$ cat config.mk
export PLATFORM = sky130hd
export DESIGN_NAME = cnn_mac_pipe_flat
export DESIGN_NICKNAME = d
export VERILOG_FILES = /design/src/rtl/cnn_mac_pkg.sv /design/src/rtl/cnn_mac_pipe_if.sv /design/src/rtl/cnn_mac_mul_pipe.sv /design/src/rtl/cnn_mac_pipe.sv /design/src/flat_wrapper.sv
export SDC_FILE = /design/constraint.sdc
export NUM_CORES = 1
export LEC_CHECK = 0
export BUFFER_PORTS_ARGS = -buffer_cell sky130_fd_sc_hd__buf_4
export CAP_MARGIN = 0
export CORE_MARGIN = 2
export CORE_UTILIZATION = 44
export DETAILED_ROUTE_END_ITERATION = 10
export HOLD_SLACK_MARGIN = 0.15
export PLACE_DENSITY_LB_ADDON = 0.15
export SYNTH_ARGS = -nofsm -noshare
export SYNTH_HDL_FRONTEND = slang
export SYNTH_SLANG_ARGS = --single-unit
$ cat constraint.sdc
create_clock -name ap_clk -period 6.22 [get_ports ap_clk]
set_clock_uncertainty 0.2 [all_clocks]
set_input_delay 0.933 -clock ap_clk [delete_from_list [all_inputs] [get_ports ap_clk]]
set_output_delay 0.933 -clock ap_clk [all_outputs]
set_load 0.005 [all_outputs]
$ cat src/rtl/cnn_mac_pkg.sv
// Shared helpers for the CNN multiply-accumulate pipeline: the accumulator sizing rule
// and the round/shift/saturate step applied to each finished sum.
package cnn_mac_pkg;

    typedef struct packed {
        logic signed [63:0] value;
        logic               sat;
    } rnd_sat_t;

    function automatic int min_acc_width(input int a_width, input int b_width, input int num_taps);
        return a_width + b_width + $clog2(num_taps);
    endfunction

    // Round half toward +inf, arithmetic shift, then clamp to a signed out_width range.
    function automatic rnd_sat_t round_sat(input logic [63:0] acc, input int acc_width,
                                           input int frac_shift, input int out_width);
        logic signed [63:0] accExt;
        logic signed [63:0] bias;
        logic signed [63:0] shifted;
        logic signed [63:0] maxVal;
        logic signed [63:0] minVal;
        rnd_sat_t           res;
        accExt  = $signed(acc << (64 - acc_width)) >>> (64 - acc_width);
        bias    = (frac_shift > 0) ? (64'sd1 <<< (frac_shift - 1)) : 64'sd0;
        shifted = (accExt + bias) >>> frac_shift;
        maxVal  = (64'sd1 <<< (out_width - 1)) - 64'sd1;
        minVal  = -(64'sd1 <<< (out_width - 1));
        res.value = shifted;
        res.sat   = 1'b0;
        if (shifted > maxVal) begin
            res.value = maxVal;
            res.sat   = 1'b1;
        end else if (shifted < minVal) begin
            res.value = minVal;
            res.sat   = 1'b1;
        end
        return res;
    endfunction

endpackage

$ cat src/rtl/cnn_mac_pipe_if.sv
// Sample-in / result-out valid-ready bus of the MAC pipeline.
interface cnn_mac_pipe_if #(
    parameter int A_WIDTH   = 14,
    parameter int B_WIDTH   = 8,
    parameter int OUT_WIDTH = 16
);
    logic                        in_valid;
    logic                        in_ready;
    logic signed [A_WIDTH-1:0]   in_a;
    logic        [B_WIDTH-1:0]   in_b;
    logic                        out_valid;
    logic                        out_ready;
    logic signed [OUT_WIDTH-1:0] out_data;
    logic                        out_sat;

    modport master (
        output in_valid, in_a, in_b, out_ready,
        input  in_ready, out_valid, out_data, out_sat
    );

    modport slave (
        input  in_valid, in_a, in_b, out_ready,
        output in_ready, out_valid, out_data, out_sat
    );
endinterface

$ cat src/rtl/cnn_mac_mul_pipe.sv
// Signed x zero-extended-unsigned multiplier: operand registers, then MUL_STAGES product
// registers, laid out as A/B -> M -> P so the tools can fold it into one DSP slice.
module cnn_mac_mul_pipe #(
    parameter  int A_WIDTH    = 14,
    parameter  int B_WIDTH    = 8,
    parameter  int MUL_STAGES = 2,
    localparam int P_WIDTH    = A_WIDTH + B_WIDTH
) (
    input  logic                      ap_clk,
    input  logic                      ap_rst_n,
    input  logic                      i_en,
    input  logic                      i_clr,
    input  logic                      i_valid,
    input  logic signed [A_WIDTH-1:0] i_a,
    input  logic        [B_WIDTH-1:0] i_b,
    output logic                      o_valid,
    output logic signed [P_WIDTH-1:0] o_prod
);
    logic signed [A_WIDTH-1:0] r_a;
    logic        [B_WIDTH-1:0] r_b;
    logic                      r_opValid;
    logic signed [P_WIDTH-1:0] r_prod  [MUL_STAGES];
    logic                      r_valid [MUL_STAGES];
    logic signed [P_WIDTH-1:0] w_prod;

    assign w_prod  = r_a * $signed({1'b0, r_b});
    assign o_valid = r_valid[MUL_STAGES-1];
    assign o_prod  = r_prod[MUL_STAGES-1];

    // A clear drops only the valid bits; stale data is harmless once invalidated.
    always_ff @(posedge ap_clk or negedge ap_rst_n) begin
        if (!ap_rst_n) begin
            r_a       <= '0;
            r_b       <= '0;
            r_opValid <= 1'b0;
            for (int s = 0; s < MUL_STAGES; s++) begin
                r_prod[s]  <= '0;
                r_valid[s] <= 1'b0;
            end
        end else begin
            if (i_en) begin
                r_a       <= i_a;
                r_b       <= i_b;
                r_prod[0] <= w_prod;
                for (int s = 1; s < MUL_STAGES; s++) begin
                    r_prod[s] <= r_prod[s-1];
                end
            end
            if (i_clr) begin
                r_opValid <= 1'b0;
                for (int s = 0; s < MUL_STAGES; s++) begin
                    r_valid[s] <= 1'b0;
                end
            end else if (i_en) begin
                r_opValid  <= i_valid;
                r_valid[0] <= r_opValid;
                for (int s = 1; s < MUL_STAGES; s++) begin
                    r_valid[s] <= r_valid[s-1];
                end
            end
        end
    end
endmodule

$ cat src/rtl/cnn_mac_pipe.sv
// Pipelined signed x unsigned MAC: accumulates NUM_TAPS products per result, then
// rounds, shifts and saturates into a one-entry output register behind valid/ready.
module cnn_mac_pipe
    import cnn_mac_pkg::*;
#(
    parameter int A_WIDTH    = 14,
    parameter int B_WIDTH    = 8,
    parameter int NUM_TAPS   = 9,
    parameter int MUL_STAGES = 2,
    parameter int ACC_WIDTH  = 32,
    parameter int FRAC_SHIFT = 8,
    parameter int OUT_WIDTH  = 16
) (
    input  logic          ap_clk,
    input  logic          ap_rst_n,
    input  logic          soft_clr,
    cnn_mac_pipe_if.slave bus
);
    localparam int P_WIDTH = A_WIDTH + B_WIDTH;
    localparam int TAP_W   = (NUM_TAPS > 1) ? $clog2(NUM_TAPS) : 1;

    if (NUM_TAPS < 1 || MUL_STAGES < 1) begin : g_paramCheck
        $error("cnn_mac_pipe: NUM_TAPS and MUL_STAGES must be at least 1");
    end
    if (ACC_WIDTH < min_acc_width(A_WIDTH, B_WIDTH, NUM_TAPS) || ACC_WIDTH > 63) begin : g_accWidthCheck
        $error("cnn_mac_pipe: ACC_WIDTH cannot hold a full group of products");
    end

    logic                        w_adv;
    logic                        w_accept;
    logic                        w_mulValid;
    logic signed [P_WIDTH-1:0]   w_mulProd;
    logic signed [ACC_WIDTH-1:0] w_prodExt;
    logic                        w_lastTap;
    rnd_sat_t                    w_rs;
    logic                        w_unusedRsBits;

    logic signed [ACC_WIDTH-1:0] r_acc;
    logic        [TAP_W-1:0]     r_tap;
    logic                        r_accDone;
    logic                        r_outValid;
    logic signed [OUT_WIDTH-1:0] r_outData;
    logic                        r_outSat;

    // One global advance enable: everything moves unless a held result is blocking.
    assign w_adv         = !r_outValid || bus.out_ready;
    assign bus.in_ready  = w_adv && ap_rst_n;
    assign w_accept      = bus.in_valid && bus.in_ready;
    assign bus.out_valid = r_outValid;
    assign bus.out_data  = r_outData;
    assign bus.out_sat   = r_outSat;

    cnn_mac_mul_pipe #(
        .A_WIDTH   (A_WIDTH),
        .B_WIDTH   (B_WIDTH),
        .MUL_STAGES(MUL_STAGES)
    ) u_mul (
        .ap_clk  (ap_clk),
        .ap_rst_n(ap_rst_n),
        .i_en    (w_adv),
        .i_clr   (soft_clr),
        .i_valid (w_accept),
        .i_a     (bus.in_a),
        .i_b     (bus.in_b),
        .o_valid (w_mulValid),
        .o_prod  (w_mulProd)
    );

    assign w_prodExt      = ACC_WIDTH'(w_mulProd);
    assign w_lastTap      = (r_tap == TAP_W'(NUM_TAPS - 1));
    assign w_rs           = round_sat(64'(r_acc), ACC_WIDTH, FRAC_SHIFT, OUT_WIDTH);
    assign w_unusedRsBits = ^w_rs.value[63:OUT_WIDTH];

    // Tap 0 loads the accumulator so no separate clear is needed between groups.
    always_ff @(posedge ap_clk or negedge ap_rst_n) begin
        if (!ap_rst_n) begin
            r_acc     <= '0;
            r_tap     <= '0;
            r_accDone <= 1'b0;
        end else if (soft_clr) begin
            r_tap     <= '0;
            r_accDone <= 1'b0;
        end else if (w_adv) begin
            r_accDone <= w_mulValid && w_lastTap;
            if (w_mulValid) begin
                r_acc <= (r_tap == '0) ? w_prodExt : r_acc + w_prodExt;
                r_tap <= w_lastTap ? '0 : r_tap + 1'b1;
            end
        end
    end

    always_ff @(posedge ap_clk or negedge ap_rst_n) begin
        if (!ap_rst_n) begin
            r_outValid <= 1'b0;
            r_outData  <= '0;
            r_outSat   <= 1'b0;
        end else if (soft_clr) begin
            r_outValid <= 1'b0;
            r_outSat   <= 1'b0;
        end else if (w_adv) begin
            r_outValid <= r_accDone;
            if (r_accDone) begin
                r_outData <= w_rs.value[OUT_WIDTH-1:0];
                r_outSat  <= w_rs.sat;
            end
        end
    end
endmodule

$ cat src/flat_wrapper.sv
// flat-port wrapper written by rule: the top's interface ports become plain ports
module cnn_mac_pipe_flat import cnn_mac_pkg::*;
#(
    parameter int A_WIDTH    = 14,
    parameter int B_WIDTH    = 8,
    parameter int NUM_TAPS   = 9,
    parameter int MUL_STAGES = 2,
    parameter int ACC_WIDTH  = 32,
    parameter int FRAC_SHIFT = 8,
    parameter int OUT_WIDTH  = 16
)
  (ap_clk, ap_rst_n, soft_clr, bus_in_valid, bus_in_a, bus_in_b, bus_out_ready, bus_in_ready, bus_out_valid, bus_out_data, bus_out_sat);
  cnn_mac_pipe_if #(.A_WIDTH(A_WIDTH), .B_WIDTH(B_WIDTH), .OUT_WIDTH(OUT_WIDTH)) bus_i ();
  input  logic ap_clk;
  input  logic ap_rst_n;
  input  logic soft_clr;
  input wire logic [$bits(bus_i.in_valid)-1:0] bus_in_valid;
  input wire logic [$bits(bus_i.in_a)-1:0] bus_in_a;
  input wire logic [$bits(bus_i.in_b)-1:0] bus_in_b;
  input wire logic [$bits(bus_i.out_ready)-1:0] bus_out_ready;
  output wire logic [$bits(bus_i.in_ready)-1:0] bus_in_ready;
  output wire logic [$bits(bus_i.out_valid)-1:0] bus_out_valid;
  output wire logic [$bits(bus_i.out_data)-1:0] bus_out_data;
  output wire logic [$bits(bus_i.out_sat)-1:0] bus_out_sat;
  assign bus_i.in_valid = bus_in_valid;
  assign bus_i.in_a = bus_in_a;
  assign bus_i.in_b = bus_in_b;
  assign bus_i.out_ready = bus_out_ready;
  assign bus_in_ready = bus_i.in_ready;
  assign bus_out_valid = bus_i.out_valid;
  assign bus_out_data = bus_i.out_data;
  assign bus_out_sat = bus_i.out_sat;
  cnn_mac_pipe #(.A_WIDTH(A_WIDTH), .B_WIDTH(B_WIDTH), .NUM_TAPS(NUM_TAPS), .MUL_STAGES(MUL_STAGES), .ACC_WIDTH(ACC_WIDTH), .FRAC_SHIFT(FRAC_SHIFT), .OUT_WIDTH(OUT_WIDTH)) u_core (.ap_clk(ap_clk), .ap_rst_n(ap_rst_n), .soft_clr(soft_clr), .bus(bus_i));
endmodule
After elaboration in Yosys (flattened, before gate mapping)
Cells that the tools add are included.
{"block": "classes", "add_sub_neg": 3, "multipliers": 1, "order_cmp": 2, "n_eq_ne": 1, "n_mux": 18, "bitwise": 1, "n_reduce_logical": 13}
{"operator": "two-way mux 17 bit", "n": 2}
{"operator": "adder 32 x 9 -> 33 bit, second input constant", "n": 1}
{"operator": "adder 32 x 22 -> 32 bit", "n": 1}
{"operator": "two-way mux 32 bit", "n": 1}
{"operator": "> comparator 25 x 16 -> 1 bit, second input constant", "n": 1}
{"operator": "< comparator 25 x 16 -> 1 bit, second input constant", "n": 1}
{"operator": "multiplier 14 x 9 -> 22 bit", "n": 1}
{"operator": "two-way mux 4 bit", "n": 4}
{"operator": "two-way mux 1 bit", "n": 9}
{"operator": "AND reduction 3 bit", "n": 2}
{"operator": "nonzero test 2 bit", "n": 3}
{"operator": "adder 4 x 1 -> 4 bit, second input constant", "n": 1}
{"operator": "equality test 4 bit, second input constant", "n": 1}
{"operator": "logical NOT 4 bit", "n": 1}
{"operator": "two-way mux 2 bit", "n": 2}
{"operator": "AND reduction 2 bit", "n": 2}
{"operator": "logical AND 1 bit", "n": 3}
{"operator": "logical NOT 1 bit", "n": 1}
{"operator": "logical OR 1 bit", "n": 1}
{"operator": "NOT 1 bit", "n": 1}
{"block": "totals", "register_bits": 124, "input_bits": 27, "word_cells": 52}

Depth between registers and ports, before layout
{"block": "logic_depth", "ltp_word": 7, "ltp_mapped": 21}

Cells and area by module
A second synthesis with hierarchy kept.
{"block": "hier_totals", "cells_unflattened": 1229, "area_unflattened_um2": 11372.2}
{"mod": "cnn_mac_mul_pipe", "instances": 1, "cells_each": 659, "area_per_inst_um2": 6785.3, "seq_area_each_um2": 1726.7}
{"mod": "cnn_mac_pipe", "instances": 1, "cells_each": 570, "area_per_inst_um2": 4586.9, "seq_area_each_um2": 1376.3}

Worst setup path before layout
Ideal clock, no wire load.
{"block": "synth_timing", "kind": "reg-to-reg", "start": "register u_core.u_mul.r_b[2]", "end": "register u_core.u_mul.r_prod[43] (netlist name)", "arrival_ns": 4.678, "setup_slack_ns": 1.207, "path_stages_with_launch": 20, "path_buffers": 1, "period_less_slack_ns": 5.013, "path_cell_list": "dfrtp_1 > clkbuf_1 > nand2_1 > fa_1 > inv_1 > fa_1 > inv_1 > fa_1 > fa_1 > inv_1 > ha_1 > o21ai_0 > o2111ai_1 > a221oi_2 > o21ai_1 > o31ai_1 > a21oi_1 > a21oi_1 > xnor2_1 > o21ai_0"}
{"block": "synth_via", "elab_chain_len": 1}
{"item": "start, declared", "line": "cnn_mac_mul_pipe.sv:20", "rtl": "logic [B_WIDTH-1:0] r_b;"}
{"item": "start signal, assigned", "line": "cnn_mac_mul_pipe.sv:43", "rtl": "r_b <= i_b;"}
{"item": "multiplier 14 x 9 -> 22 bit", "line": "cnn_mac_mul_pipe.sv:26", "rtl": "assign w_prod = r_a * $signed({1'b0, r_b});"}
{"item": "end signal, assigned by index", "line": "cnn_mac_mul_pipe.sv:46", "rtl": "r_prod[s] <= r_prod[s-1];"}
{"item": "end, declared", "line": "cnn_mac_mul_pipe.sv:22", "rtl": "logic signed [P_WIDTH-1:0] r_prod [MUL_STAGES];"}
Every way passes these cells.
A chain may end at the register's enable or synchronous reset.

Final worst setup path
{"block": "layout_timing", "start": "register u_core.u_mul.r_b[5]", "end": "register u_core.u_mul.r_prod[43] (netlist name)"}
Same word-level chain as after synthesis.

==> flow_summary.html <==
<table>
<tr><th>Metric</th><th>Value</th></tr>
<tr><th colspan="2">Status</th></tr>
<tr><td>Outcome</td><td>completed</td></tr>
<tr><th colspan="2">Worst setup path</th></tr>
<tr><td>CP most frequent cell</td><td>sky130_fd_sc_hd__fa_1</td></tr>
<tr><td>Largest stage delay on the critical path</td><td>0.65 ns</td></tr>
<tr><td>Critical register-to-register path startpoint</td><td>u_core.u_mul.r_b[5]</td></tr>
<tr><td>Reg2reg setup slack</td><td>between 0.6 and 0.7 ns</td></tr>
<tr><td>R2R depth</td><td>18</td></tr>
<tr><td>Slowest-stage cell, CP</td><td>sky130_fd_sc_hd__dfrtp_1</td></tr>
<tr><td>Start-to-end type of the worst setup path</td><td>register to register</td></tr>
<tr><td>Cells along the critical path</td><td>nand2_1, fa_1, fa_1, inv_1, fa_1, inv_1, fa_1, inv_1, ha_1, o21ai_0, a211oi_1, a221oi_2, o21ai_1, o31ai_1, a21oi_1, a21oi_1, xnor2_1, o21ai_0</td></tr>
<tr><td>Kind of start point of the critical path</td><td>register</td></tr>
<tr><td>Largest driver fanout on the critical path</td><td>15</td></tr>
<tr><td>R2r endpoint</td><td>u_core.u_mul.r_prod[43]</td></tr>
<tr><td>Crit path capture type</td><td>register</td></tr>
<tr><td>Worst Path Arrival</td><td>between 5 and 6 ns</td></tr>
<tr><td>CP required</td><td>6.30 ns</td></tr>
<tr><th colspan="2">CTS</th></tr>
<tr><td>Quantity of gates resized following cts</td><td>0</td></tr>
<tr><td>Clock-pin transition on the worst setup and hold timing paths</td><td>0.06 ns</td></tr>
<tr><td>TritonCTS sink count</td><td>about 120</td></tr>
<tr><td>Buffer cell driving the clock tree root</td><td>sky130_fd_sc_hd__clkbuf_16</td></tr>
<tr><td>Post-CTS Setup Repair Bufs</td><td>0</td></tr>
<tr><td>Clock Latency Late Sink</td><td>about 0.43 ns</td></tr>
<tr><td>Number of levels in the clock H-tree</td><td>4</td></tr>
<tr><td>Number of hold buffers added after CTS</td><td>0</td></tr>
<tr><td>Cts bufs inserted</td><td>17</td></tr>
<tr><td>TritonCTS clock tree</td><td>yes</td></tr>
<tr><td>Buffer depth of the longest clock path</td><td>2</td></tr>
<tr><th colspan="2">Detailed routing</th></tr>
<tr><td>Post-detailed-route wirelength per cell</td><td>between 10 and 15 um</td></tr>
<tr><td>Iteration count of the initial detailed-routing pass</td><td>5</td></tr>
<tr><td>Routed wl met2</td><td>about 12000 um</td></tr>
<tr><td>Top layer used by detailed routing</td><td>met4</td></tr>
<tr><td>DRC marker count from the first detailed-route iteration</td><td>487</td></tr>
<tr><td>Avg Vias per Cell</td><td>between 5 and 6</td></tr>
<tr><td>Count of unresolved DRC violations after routing</td><td>0</td></tr>
<tr><td>Met1 wire length</td><td>between 10000 and 15000 um</td></tr>
<tr><td>Met3 Wirelength</td><td>794 um</td></tr>
<tr><td>Post-detailed-routing wire length</td><td>~25000 um</td></tr>
<tr><td>Remaining antenna violation count after routing</td><td>0</td></tr>
<tr><td>Number of vias after detailed routing</td><td>8740</td></tr>
<tr><th colspan="2">Timing</th></tr>
<tr><td>Peak clock frequency supported by timing</td><td>between 150 and 200 MHz</td></tr>
<tr><td>Setup repair after global routing missed its margin</td><td>false</td></tr>
<tr><td>Count of final hold-check violations</td><td>0</td></tr>
<tr><td>Worst hold-check slack</td><td>0.218 ns</td></tr>
<tr><td>Actual transition at the worst max-transition pin</td><td>a little over 0.7 ns</td></tr>
<tr><td>Setup-failing EPs final</td><td>0</td></tr>
<tr><td>Post-route setup TNS</td><td>0 ns</td></tr>
<tr><td>Max transition margin</td><td>0.516</td></tr>
<tr><td>Minimum clock period after layout</td><td>5.58 ns</td></tr>
<tr><td>Final period util</td><td>0.898</td></tr>
<tr><td>Final Slew Violations</td><td>0</td></tr>
<tr><th colspan="2">GRT</th></tr>
<tr><td>Wire length of the first global-routing pass</td><td>roughly 44000 um</td></tr>
<tr><td>Largest net degree at the start of global routing</td><td>70</td></tr>
<tr><td>GRT Residual Overflow</td><td>0</td></tr>
<tr><td>Via count of the first global-routing pass</td><td>between 8000 and 9000</td></tr>
<tr><td>Antenna violations before repair</td><td>0</td></tr>
<tr><td>Total routing usage reported by global routing</td><td>0.204</td></tr>
<tr><th colspan="2">Cells and area</th></tr>
<tr><td>Final-stage net count</td><td>approximately 1600</td></tr>
<tr><td>Area added between synthesis and finish</td><td>10.2%</td></tr>
<tr><td>Proportion of layout cells with a drive suffix above 1</td><td>0.0891</td></tr>
<tr><td>Number of inserted diodes</td><td>0</td></tr>
<tr><th colspan="2">Logic synthesis</th></tr>
<tr><td>Number of storage elements in the synthesis netlist</td><td>approximately 120</td></tr>
<tr><td>Most instantiated flip-flop cell in the synthesis netlist</td><td>sky130_fd_sc_hd__dfrtp_1</td></tr>
<tr><td>Leading cell types by count after synthesis</td><td>295 x sky130_fd_sc_hd__nand2_1, 144 x sky130_fd_sc_hd__inv_1, 124 x sky130_fd_sc_hd__dfrtp_1</td></tr>
<tr><td>Biggest area contributors in the synthesized netlist</td><td>sky130_fd_sc_hd__dfrtp_1 28%, sky130_fd_sc_hd__fa_1 16%, sky130_fd_sc_hd__nand2_1 9.9%, sky130_fd_sc_hd__ha_1 8.6%, sky130_fd_sc_hd__inv_1 4.8%</td></tr>
<tr><td>Post-synthesis async set-or-reset flop share</td><td>1.00</td></tr>
<tr><td>Synthesized cell area</td><td>about 0.011 mm2</td></tr>
<tr><td>Mapped Nets</td><td>around 1500</td></tr>
<tr><td>Count of flip-flops with a built-in enable after synthesis</td><td>0</td></tr>
<tr><td>Number of cells produced by synthesis</td><td>1341</td></tr>
<tr><td>Synth area leader</td><td>sky130_fd_sc_hd__dfrtp_1</td></tr>
<tr><td>Share of the yosys chip area belonging to registers</td><td>0.277</td></tr>
<tr><td>Synth warnings</td><td>0</td></tr>
<tr><td>Post-synth top area share</td><td>0.277</td></tr>
<tr><td>Most common cell in the netlist</td><td>sky130_fd_sc_hd__nand2_1</td></tr>
<tr><td>Post-Syn Area per Cell</td><td>8.35 um2</td></tr>
<tr><td>Distinct cell type count of the synthesized netlist</td><td>70</td></tr>
<tr><th colspan="2">Hold path</th></tr>
<tr><td>Hold Crit Class</td><td>input port to async pin</td></tr>
<tr><th colspan="2">Die</th></tr>
<tr><td>DIE HEIGHT</td><td>~160 um</td></tr>
<tr><td>Core outline area</td><td>approximately 0.025 mm2</td></tr>
<tr><td>Initial Utilization</td><td>0.446</td></tr>
<tr><td>Floorplan row count</td><td>58</td></tr>
<tr><td>I/O pin count</td><td>46</td></tr>
<tr><td>X dimension of the die</td><td>164 um</td></tr>
<tr><td>Area of the die</td><td>0.0267 mm2</td></tr>
<tr><th colspan="2">Pwr</th></tr>
<tr><td>Leakage power total</td><td>between 6 and 7 nW</td></tr>
<tr><td>Pwr per Cell Area</td><td>411 mW/mm2</td></tr>
<tr><td>Worst IR drop on VDD</td><td>0.178 mV</td></tr>
<tr><th colspan="2">Placed design</th></tr>
<tr><td>DP HPWL</td><td>~19000 um</td></tr>
<tr><td>Port-buffer cells</td><td>45</td></tr>
<tr><td>Final weighted congestion in routability-driven placement</td><td>0.841</td></tr>
<tr><th colspan="2">Job</th></tr>
<tr><td>Max Cap Viol</td><td>0</td></tr>
</table>
## flip-flops by register name, summed over array words and instances (netlist names), 4 cells and up
signal,flops
u_core.bus.out_data,16
u_core.r_acc,32
u_core.r_tap,4
u_core.u_mul.o_prod,22
u_core.u_mul.r_a,14
u_core.u_mul.r_b,8
u_core.u_mul.r_prod,22
## kinds of logic after synthesis
logic type / Yosys count / share of synthesized area
xor+xnor: 51 / 0.0399
simple gates: 543 / 0.222
flops: 124 / 0.277
compound gates: 251 / 0.142
mux: 6 / 0.00547
fa+ha+maj: 166 / 0.245
buf+inv: 200 / 0.0683
## per-layer routing
| layer | vias up | track usage |
|---|---|---|
| li1 | 4411 | - |
| met1 | 4170 | 0.272 |
| met2 | 136 | 0.343 |
| met3 | 23 | 0.0302 |
| met4 | 0 | 0.0618 |
| met5 | - | 0 |
## through the flow
step | area, um2 | setup slack (ns) | utilization | cells | total power, mW
floorplan | 11200 | 1.21 | - | 1341 | 3.55
global route | 12300 | 0.251 | 0.492 | 1699 | 5.60
CTS | 12300 | 0.637 | 0.492 | 1699 | 5.11
detailed placement | 11800 | 0.727 | 0.470 | 1669 | 4.13
global placement | 11800 | 0.846 | 0.470 | 1669 | 4.09
finish | 12300 | 0.637 | 0.492 | 1699 | 5.07
## how the worst max path moves through the flow
stage,startpoint,to,slack (ns),cells past startpoint
final,u_core.u_mul.r_b[5],u_core.u_mul.r_prod[43],0.64,18
after global placement,u_core.u_mul.r_b[5],u_core.u_mul.r_prod[43],0.85,18
after floorplan,u_core.u_mul.r_b[2],u_core.u_mul.r_prod[43],1.21,19
after global routing,u_core.u_mul.r_b[4],u_core.u_mul.r_prod[41],0.25,18
after CTS,u_core.u_mul.r_b[5],u_core.u_mul.r_prod[43],0.64,18
after detailed placement,u_core.u_mul.r_b[5],u_core.u_mul.r_prod[43],0.73,18
## report_power, final
part	switching, mW	total, mW	internal [mW]
logic	1.59	2.84	1.25
clock network	0.376	0.935	0.560
registers	0.258	1.29	1.03
## layout make-up
type	count	area [um2]
clock buffer	21	460
clock inverter	9	72.6
fill	2513	12800
inverter	144	541
multi-input combinational	1017	7340
sequential	124	3100
tap	330	413
timing repair buffer	54	409
## cells in the final DEF (no fill, tap or decap), types with 7 or more instances in the layout
master	instances
sky130_fd_sc_hd__a211oi_1	9
sky130_fd_sc_hd__a21o_1	17
sky130_fd_sc_hd__a21oi_1	77
sky130_fd_sc_hd__a31oi_1	11
sky130_fd_sc_hd__and2_1	65
sky130_fd_sc_hd__and3_1	9
sky130_fd_sc_hd__buf_4	53
sky130_fd_sc_hd__clkbuf_16	17
sky130_fd_sc_hd__clkinv_2	7
sky130_fd_sc_hd__dfrtp_1	124
sky130_fd_sc_hd__fa_1	89
sky130_fd_sc_hd__ha_1	77
sky130_fd_sc_hd__inv_1	144
sky130_fd_sc_hd__nand2_1	295
sky130_fd_sc_hd__nand3_1	27
sky130_fd_sc_hd__nand4_1	8
sky130_fd_sc_hd__nor2_1	78
sky130_fd_sc_hd__nor2b_1	7
sky130_fd_sc_hd__nor3_1	16
sky130_fd_sc_hd__o21a_1	9
sky130_fd_sc_hd__o21ai_0	66
sky130_fd_sc_hd__o21ai_2	10
sky130_fd_sc_hd__or3_1	8
sky130_fd_sc_hd__xnor2_1	26
sky130_fd_sc_hd__xor2_1	25
## critical path, delay by kind of cell (launching register included)
family,cells,cell delay [ns]
xor+xnor,1,0.13
compound gates,8,1.75
flops,1,0.65
fa+ha+maj,5,2.40
simple gates,1,0.15
buf+inv,3,0.17
No activity file was read; power rests on OpenSTA's default activity.
